===== src/rtl/egress_arb72.sv =====
// egress_arb72: two-input, frame-granular round-robin arbiter for the 72-bit
// FIFO word stream. Whole frames from either upstream FIFO are copied into a
// small output queue that downstream reads like a standard FIFO.
module egress_arb72 #(
    parameter int QDEPTH_LOG2 = 3
) (
    input  logic        sys_clk,
    input  logic        sys_rst,
    input  logic [71:0] in0_dout,
    input  logic        in0_empty,
    output logic        in0_rd_en,
    input  logic [71:0] in1_dout,
    input  logic        in1_empty,
    output logic        in1_rd_en,
    output logic [71:0] dout,
    output logic        empty,
    input  logic        rd_en,
    output logic [31:0] frames0,
    output logic [31:0] frames1
);
    localparam int DEPTH = 1 << QDEPTH_LOG2;
    localparam int CW    = QDEPTH_LOG2 + 1;
    // Issue a read only if the queue can take both the word already in
    // flight and the one being requested now.
    localparam logic [CW:0] ROOM_MAX = (CW + 1)'(DEPTH - 2);

    typedef enum logic [1:0] {IDLE, GRANT0, GRANT1} state_t;

    state_t                 state_q, state_d;
    logic                   last_grant_q, last_grant_d;
    logic [1:0]             hold_v_q, hold_v_d;
    logic [1:0][71:0]       hold_q, hold_d;
    logic                   rd_v_q, rd_v_d;       // a FIFO read returns data this cycle
    logic                   rd_port_q, rd_port_d; // which FIFO that read went to
    logic [CW-1:0]          count_q, count_d;
    logic [QDEPTH_LOG2-1:0] wr_ptr_q, wr_ptr_d, rd_ptr_q, rd_ptr_d;
    logic [71:0]            dout_q, dout_d;
    logic [1:0][31:0]       frames_q, frames_d;
    logic [71:0]            mem_q [DEPTH];

    logic [1:0][71:0] in_dout;
    logic [1:0]       in_empty, req, fifo_rd;
    logic             gnt_v, gnt_port, room, wr_en, wr_eof, rd_acc;
    logic [71:0]      wr_data;
    logic [CW:0]      occ;

    // Arbitration, word routing (queue vs. hold), read issue and queue pointers
    always_comb begin
        in_dout      = {in1_dout, in0_dout};
        in_empty     = {in1_empty, in0_empty};
        gnt_v        = (state_q != IDLE);
        gnt_port     = (state_q == GRANT1);
        req          = ~in_empty | hold_v_q;
        occ          = {1'b0, count_q} + (CW + 1)'(rd_v_q);
        room         = (occ <= ROOM_MAX);

        state_d      = state_q;
        last_grant_d = last_grant_q;
        hold_v_d     = hold_v_q;
        hold_d       = hold_q;
        frames_d     = frames_q;
        fifo_rd      = 2'b00;
        wr_en        = 1'b0;
        wr_data      = in_dout[rd_port_q];

        // A returning word belongs to the current frame only while its port
        // is still granted; otherwise it is the overread past an EOF.
        if (rd_v_q) begin
            if (gnt_v && (gnt_port == rd_port_q)) begin
                wr_en = 1'b1;
            end else begin
                hold_d[rd_port_q]   = in_dout[rd_port_q];
                hold_v_d[rd_port_q] = 1'b1;
            end
        end else if (gnt_v && hold_v_q[gnt_port] && !count_q[CW-1]) begin
            wr_en              = 1'b1;
            wr_data            = hold_q[gnt_port];
            hold_v_d[gnt_port] = 1'b0;
        end

        // The hold word must go first, so no FIFO read while it is pending.
        if (gnt_v && !hold_v_q[gnt_port] && !in_empty[gnt_port] && room)
            fifo_rd[gnt_port] = 1'b1;

        wr_eof = wr_en && (wr_data[71:64] != 8'hFF);
        if (wr_eof)
            frames_d[gnt_port] = frames_q[gnt_port] + 32'd1;

        case (state_q)
            IDLE: begin
                if (req[0] && (!req[1] || last_grant_q)) begin
                    state_d      = GRANT0;
                    last_grant_d = 1'b0;
                end else if (req[1]) begin
                    state_d      = GRANT1;
                    last_grant_d = 1'b1;
                end
            end
            default: if (wr_eof) state_d = IDLE;
        endcase

        rd_v_d    = |fifo_rd;
        rd_port_d = fifo_rd[1];

        rd_acc   = rd_en && (count_q != '0);
        wr_ptr_d = wr_ptr_q + QDEPTH_LOG2'(wr_en);
        rd_ptr_d = rd_ptr_q + QDEPTH_LOG2'(rd_acc);
        count_d  = count_q + CW'(wr_en) - CW'(rd_acc);
        dout_d   = rd_acc ? mem_q[rd_ptr_q] : dout_q;
    end

    // State register with synchronous reset
    always_ff @(posedge sys_clk) begin
        if (sys_rst) begin
            state_q      <= IDLE;
            last_grant_q <= 1'b1;
            hold_v_q     <= '0;
            hold_q       <= '0;
            rd_v_q       <= 1'b0;
            rd_port_q    <= 1'b0;
            count_q      <= '0;
            wr_ptr_q     <= '0;
            rd_ptr_q     <= '0;
            dout_q       <= '0;
            frames_q     <= '0;
        end else begin
            state_q      <= state_d;
            last_grant_q <= last_grant_d;
            hold_v_q     <= hold_v_d;
            hold_q       <= hold_d;
            rd_v_q       <= rd_v_d;
            rd_port_q    <= rd_port_d;
            count_q      <= count_d;
            wr_ptr_q     <= wr_ptr_d;
            rd_ptr_q     <= rd_ptr_d;
            dout_q       <= dout_d;
            frames_q     <= frames_d;
        end
    end

    // Queue storage; contents are meaningless once the pointers reset
    always_ff @(posedge sys_clk) begin
        if (wr_en && !sys_rst)
            mem_q[wr_ptr_q] <= wr_data;
    end

    assign in0_rd_en = fifo_rd[0];
    assign in1_rd_en = fifo_rd[1];
    assign dout      = dout_q;
    assign empty     = (count_q == '0);
    assign frames0   = frames_q[0];
    assign frames1   = frames_q[1];
endmodule

===== config.mk =====
export PLATFORM = sky130hd
export DESIGN_NAME = egress_arb72
export DESIGN_NICKNAME = d
export VERILOG_FILES = /design/src/rtl/egress_arb72.sv
export SDC_FILE = /design/constraint.sdc
export NUM_CORES = 1
export LEC_CHECK = 0
export BUFFER_PORTS_ARGS = -buffer_cell sky130_fd_sc_hd__buf_2
export CAP_MARGIN = 15
export CELL_PAD_IN_SITES_DETAIL_PLACEMENT = 0
export CELL_PAD_IN_SITES_GLOBAL_PLACEMENT = 2
export CORE_AREA = 2 2 353 355
export DETAILED_ROUTE_END_ITERATION = 7
export DIE_AREA = 0 0 355 357
export PLACE_DENSITY_LB_ADDON = 0.1
export RECOVER_POWER = 25
export SYNTH_ARGS = -nofsm -noshare
export SYNTH_HDL_FRONTEND = slang
export SYNTH_SLANG_ARGS = --single-unit

===== constraint.sdc =====
create_clock -name sys_clk -period 14.9 [get_ports sys_clk]
set_clock_uncertainty 0.2 [all_clocks]
set_input_delay 0.745 -clock sys_clk [delete_from_list [all_inputs] [get_ports sys_clk]]
set_output_delay 0.745 -clock sys_clk [all_outputs]
set_load 0.02 [all_outputs]

==> out/results.tsv, run 1 <==
metric	value	unit
Yosys reg bits	873	
Placed Cells	4433	
crit path cell chain	clkbuf_1 -> clkbuf_1 -> clkbuf_1 -> a211oi_1	
Layout Utilization	33.8	%
crit path time final	8.85	ns
die outline width	355	um
register area share after synthesis	65.7	%
areal power density over the cells	149	nW/um2
antenna-violating nets left	0	
grt total ovfl	0	
LEAKAGE	12.9	nW
failing checks	capacitance limit, slew limit	
worst hold-check path type	input pin to flip-flop	
initial antenna violation count	5	
CTS tree	yes	
Clock Tree Buf Depth	3	
chip height	357	um
endpoints failing setup	0	
Distinct cells, synth	63	
Finished Layout Cells	4618	
Syn Std Cell Area	35400	um2
Max Slew Vio Count	447	
RSZ-0062 raised after global routing	false	
Post-CTS Resized	0	
RD Place Congestion	0.732	
slowest CP cell	clkbuf_1	
I/O Buffers	287	
routed vias/inst	4.90	
hold_buf cts	0	
worst setup margin	6.05	ns
IO Count	288	
clock-pin slew on the worst setup and hold paths	0.06	ns
number of global-route vias before repair	23200	
Max-Slew Margin vs Limit	-167	%
share of cells above drive strength 1	16.9	%
Final HPWL DP	63700	um
most frequent CP cell	clkbuf_1	
initial drt markers	1495	
Worst Setup End Kind	flip-flop	
Slew @ Worst Pin	4.01	ns
status	complete, but fails checks	
TritonRoute pass-1 iters	5	
Avg Cell Area, Syn	13.3	um2
core region area	123000	um2
R2R Setup Slk	9.39	ns
htree depth	3	
CP Launch Type	input pin	
CP Data Required Time	15.03	ns
crit path kind	input pin to flip-flop	
Initial Util	28.8	%
die footprint	127000	um2
worst vdd ir	0.0000829	V
Hold Fails Final Rpt	0	
total wire length	106000	um
Area growth syn-to-layout	17.6	%
CP max FO	77	
Critical Path AT	8.97	ns
Yosys warning count	0	
final total power	6.20	mW
max_cap viols	8	
Fmax achieved	113	MHz
fin crit share	59.4	%
wire per inst	23.0	um
setup TNS	0	ns
Clock Tree Root	clkbuf_16	
Syn Inst Count	2662	
Setup Buffers After CTS	0	
Multi-input gate area	11400	um2
Post-synth EDFFs	576	
via count	22600	
asr flop ratio synth	0	%
TritonCTS sink count	873	
Fillers	12200	
top_reg_cell synth	edfxtp_1	
global-route wire length before repair	157000	um
clk_lat worst skew	0.67	ns
pre-CTS setup slack	10.14	ns
Tot GR Track Use	16.6	%
Final nets	3062	
largest net degree at the start of global routing	104	
critical path's largest stage delay	2.86	ns
# DRC	0	
row cnt	129	
Synth Net Count	2826	
TritonCTS Buffers	99	
register area	23300	um2
==> cells by family after synthesis <==
family	synth area share [%]
flip-flops	65.7
multiplexers	12.5
AO/OA/AOI/OAI	8.51
adder cells (fa/ha/maj)	0.552
buffers and inverters	2.25
AND/OR/NAND/NOR	10.1
XOR/XNOR	0.445
==> state kept, by name, summed over array words and instances, names as in the netlist <==
name	count
dout	72
last_grant_q	1
state_q	2
wr_ptr_q	3
rd_v_q	1
hold_q	144
mem_q	576
count_q	4
rd_ptr_q	3
rd_port_q	1
frames0	32
hold_v_q	2
frames1	32
==> per-stage QoR <==
| stage | hold slack (ns) | area [um2] |
|---|---|---|
| final | 0.122 | 41600 |
| after global placement | 0.242 | 38600 |
| after CTS | 0.0626 | 41800 |
| after floorplan | 0.237 | 35400 |
| after detailed placement | 0.247 | 38600 |
| after global routing | 0.0863 | 41600 |
==> per-layer routing <==
metal  vias up  part of all wire, %  track usage, %
li1      10500                    -               -
met1     11600                   45            22.2
met2       474                   48            27.5
met3       118                  5.0            3.30
met4         4                  1.8            4.16
met5         -                0.021               0
==> final cells by class <==
type / count / area share, %
inverter: 15 / 0.135
tap: 1637 / 4.92
sequential: 873 / 55.9
clock buffer: 129 / 6.42
antenna: 1 / 0.00601
clock inverter: 54 / 1.34
timing repair buffer: 326 / 3.84
multi-input combinational: 1583 / 27.4
==> synthesized netlist by cell type (all sizes together) (8+ instances only) <==
library cell | instances | share of area [%]
nor2b | 76 | 1.3
ha | 14 | 0.49
nor4 | 8 | 0.14
nand3 | 37 | 0.52
buf | 28 | 0.36
o31ai | 14 | 0.30
and3 | 9 | 0.16
xor2 | 10 | 0.25
or3 | 16 | 0.28
mux2i | 104 | 3.1
a211oi | 140 | 3.0
or4 | 15 | 0.32
nand2 | 505 | 5.4
inv | 14 | 0.15
dfxtp | 297 | 17
a21oi | 196 | 2.8
edfxtp | 576 | 49
nand4 | 12 | 0.30
nor2 | 97 | 1.0
xnor2 | 8 | 0.20
clkbuf | 163 | 1.7
nor3 | 8 | 0.11
a31oi | 70 | 1.2
o21ai | 38 | 0.54
mux4 | 144 | 9.2
==> final timing paths <==
kind | startpoint | cells after the start | end
hold reg to reg | hold_q[30] | 2 | hold_q[30]
hold / removal | in0_dout[55] | 3 | hold_q[55]
setup / recovery | sys_rst | 4 | dout[45]
setup reg to reg | rd_port_q | 3 | mem_q[7][0]
==> worst max-delay path: cells and delay by family <==
family / cells / cell delay (ns)
compound gates: 1 / 0.10
buf+inv: 3 / 7.91
==> cell usage in the layout, fill, tap and decap left out, types with 4 or more instances in the layout <==
cell and instances:
edfxtp_1 576, nand2_1 505, dfxtp_1 294, a21oi_1 196
clkbuf_1 165, buf_2 150, mux4_2 144, a211oi_1 140
clkbuf_16 100, mux2i_1 96, nor2_1 94, nor2b_1 74
a31oi_1 70, nand3_1 37, o21ai_0 31, buf_4 30
clkinv_2 19, clkinv_1 17, or3_1 16, or4_1 15
inv_1 14, o31ai_1 14, ha_1 14, xor2_1 10
nand4_1 10, bufinv_16 10, xnor2_1 8, nor4_1 8
nor3_1 7, o21ai_1 7, and3_1 7, clkbuf_8 6
mux2_2 5, nand2b_1 5, mux2i_2 5, o211ai_1 4
clkinvlp_4 4
==> where the power goes <==
group,internal [mW],leakage [nW],switching (mW)
sequential,2.69,7.59,0.116
combinational,0.393,3.77,0.575
clock,1.44,1.58,0.992
total,4.52,12.9,1.68
No activity file was read; power rests on OpenSTA's default activity.
==> run 2: changes to the inputs <==
Clock period 14.9 ns to 7.8 ns, I/O delays scaled along.
==> run 2 against run 1 <==
Against the previous run:
- the run still ends with capacitance limit, slew limit left
- largest power group unchanged
- sequential cell count did not move
- die area did not move
- first-iteration DRC count fell by 3.2%
- global-route usage barely moved
- total power rose by 95%
- routed wire length barely moved
- clock power rose by 98%
- utilization rose by 1.5 points
- worst setup slack got worse by 4.1 ns
- highest routed layer unchanged
- clock-buffer cell count fell by 2
- non-clock buffer count rose by 168
==> out/results.tsv, run 2 (same netlist as run 1, synthesis figures left out) <==
metric	value	unit
status	complete, but fails checks	
failing checks	capacitance limit, slew limit	
total wire length	106000	um
# DRC	0	
chip height	357	um
Final HPWL DP	64300	um
worst hold-check path type	flip-flop to flip-flop	
initial antenna violation count	9	
Slew @ Worst Pin	3.12	ns
Min-Delay Path Depth	2	
CP max FO	41	
delay-heaviest family, CP	buffers and inverters	
Max-Slew Margin vs Limit	-109	%
IO Count	288	
row cnt	129	
CP Data Required Time	8.21	ns
max_cap viols	5	
most common cell after layout, fill and taps aside	edfxtp_1	
max reg flops	576	
CTS tree	yes	
Initial Util	28.8	%
clock-pin slew on the worst setup and hold paths	0.06	ns
fin crit share	75.5	%
number of global-route vias before repair	24000	
diodes inserted	0	
setup TNS	0	ns
Critical Path AT	6.30	ns
Buf/Inv on CP	4	
TritonCTS sink count	873	
Clock Tree Root	clkbuf_16	
LEAKAGE	13.8	nW
slowest CP cell	nand3_1	
Fmax achieved	170	MHz
crit path time final	5.89	ns
Worst Setup End Kind	flip-flop	
via count	23300	
I/O Buffers	287	
global-route wire length before repair	157000	um
Post-CTS Resized	0	
crit path cell chain	clkbuf_1 -> inv_1 -> nand3_1 -> buf_4 -> nand2_1 -> a21oi_1 -> dlygate4sd3_1	
initial drt markers	1447	
Clock Tree Buf Depth	3	
hold_buf cts	166	
core region area	123000	um2
critical path's largest stage delay	1.64	ns
Placed Cells	4436	
share of cells above drive strength 1	16.4	%
areal power density over the cells	278	nW/um2
largest net degree at the start of global routing	78	
TritonRoute pass-1 iters	5	
Final nets	3233	
FF-to-FF path depth	7	
worst vdd ir	0.000191	V
pre-CTS setup slack	3.01	ns
endpoints failing setup	0	
Hold Fails Final Rpt	0	
Area growth syn-to-layout	22.7	%
RSZ-0062 raised after global routing	false	
wire per inst	22.2	um
CP Launch Type	flip-flop	
crit path kind	flip-flop to flip-flop	
die footprint	127000	um2
antenna-violating nets left	0	
Finished Layout Cells	4793	
Crit. path cell count	7	
Setup Buffers After CTS	0	
die outline width	355	um
grt total ovfl	0	
Max Slew Vio Count	194	
routed vias/inst	4.85	
worst setup margin	1.91	ns
most frequent cells in the layout	576 x edfxtp_1, 505 x nand2_1, 293 x dfxtp_1, 196 x a21oi_1, 166 x dlygate4sd3_1	
RD Place Congestion	0.720	
TritonCTS Buffers	102	
clk_lat worst skew	0.68	ns
Final Hold Slack	0.252	ns
Tot GR Track Use	16.5	%
htree depth	3	
Largest Register	mem_q	
==> run 2: cell types whose count changed in the layout (fill, tap and decap cells not counted), sizes merged <==
cell,change
buf,+4
clkinvlp,-2
clkinv,+10
clkbuf,-4
diode,-1
bufinv,+2
dlygate4sd3,+166
==> run 2: worst min-delay path, delay by kind of cell, from the launching register on <==
family	cells	cell delay, ns
AO/OA/AOI/OAI	1	0.05
AND/OR/NAND/NOR	1	0.05
flip-flops	1	0.30
==> run 2: path summary, 6_finish.rpt <==
check        slack (ns)         end  startpoint
min reg2reg        0.25  hold_q[43]  hold_q[43]
max reg2reg        1.91  hold_q[65]   rd_port_q
min                0.25  hold_q[43]  hold_q[43]
max                1.91  hold_q[65]   rd_port_q
==> run 2: where the power goes <==
group	internal [mW]	switching [mW]	total, mW
logic	0.800	1.09	1.89
clock network	2.84	1.98	4.82
registers	5.13	0.222	5.35
==> run 2: metal layers <==
layer / vias up / part of all wire (%) / track usage [%]
met5: - / 0.037 / 0
met1: 11800 / 45 / 22.0
li1: 10800 / - / -
met4: 6 / 2.4 / 4.29
met3: 152 / 4.1 / 2.76
met2: 490 / 48 / 27.9
==> run 2: metrics by stage <==
step                      cell area, um2  power, mW  utilization (%)
after CTS                          43600       12.3             35.5
after detailed placement           38600       7.39             31.4
after global routing               43400       12.6             35.3
after global placement             38600       7.37             31.4
after floorplan                    35400       6.68                -
final                              43400       12.1             35.3
==> run 2: cell type report <==
type	instances	area, um2
timing repair buffer	494	3260
clock buffer	127	2680
fill	12100	79600
tap	1637	2050
clock inverter	64	697
multi-input combinational	1583	11400
inverter	15	56.3
sequential	873	23300
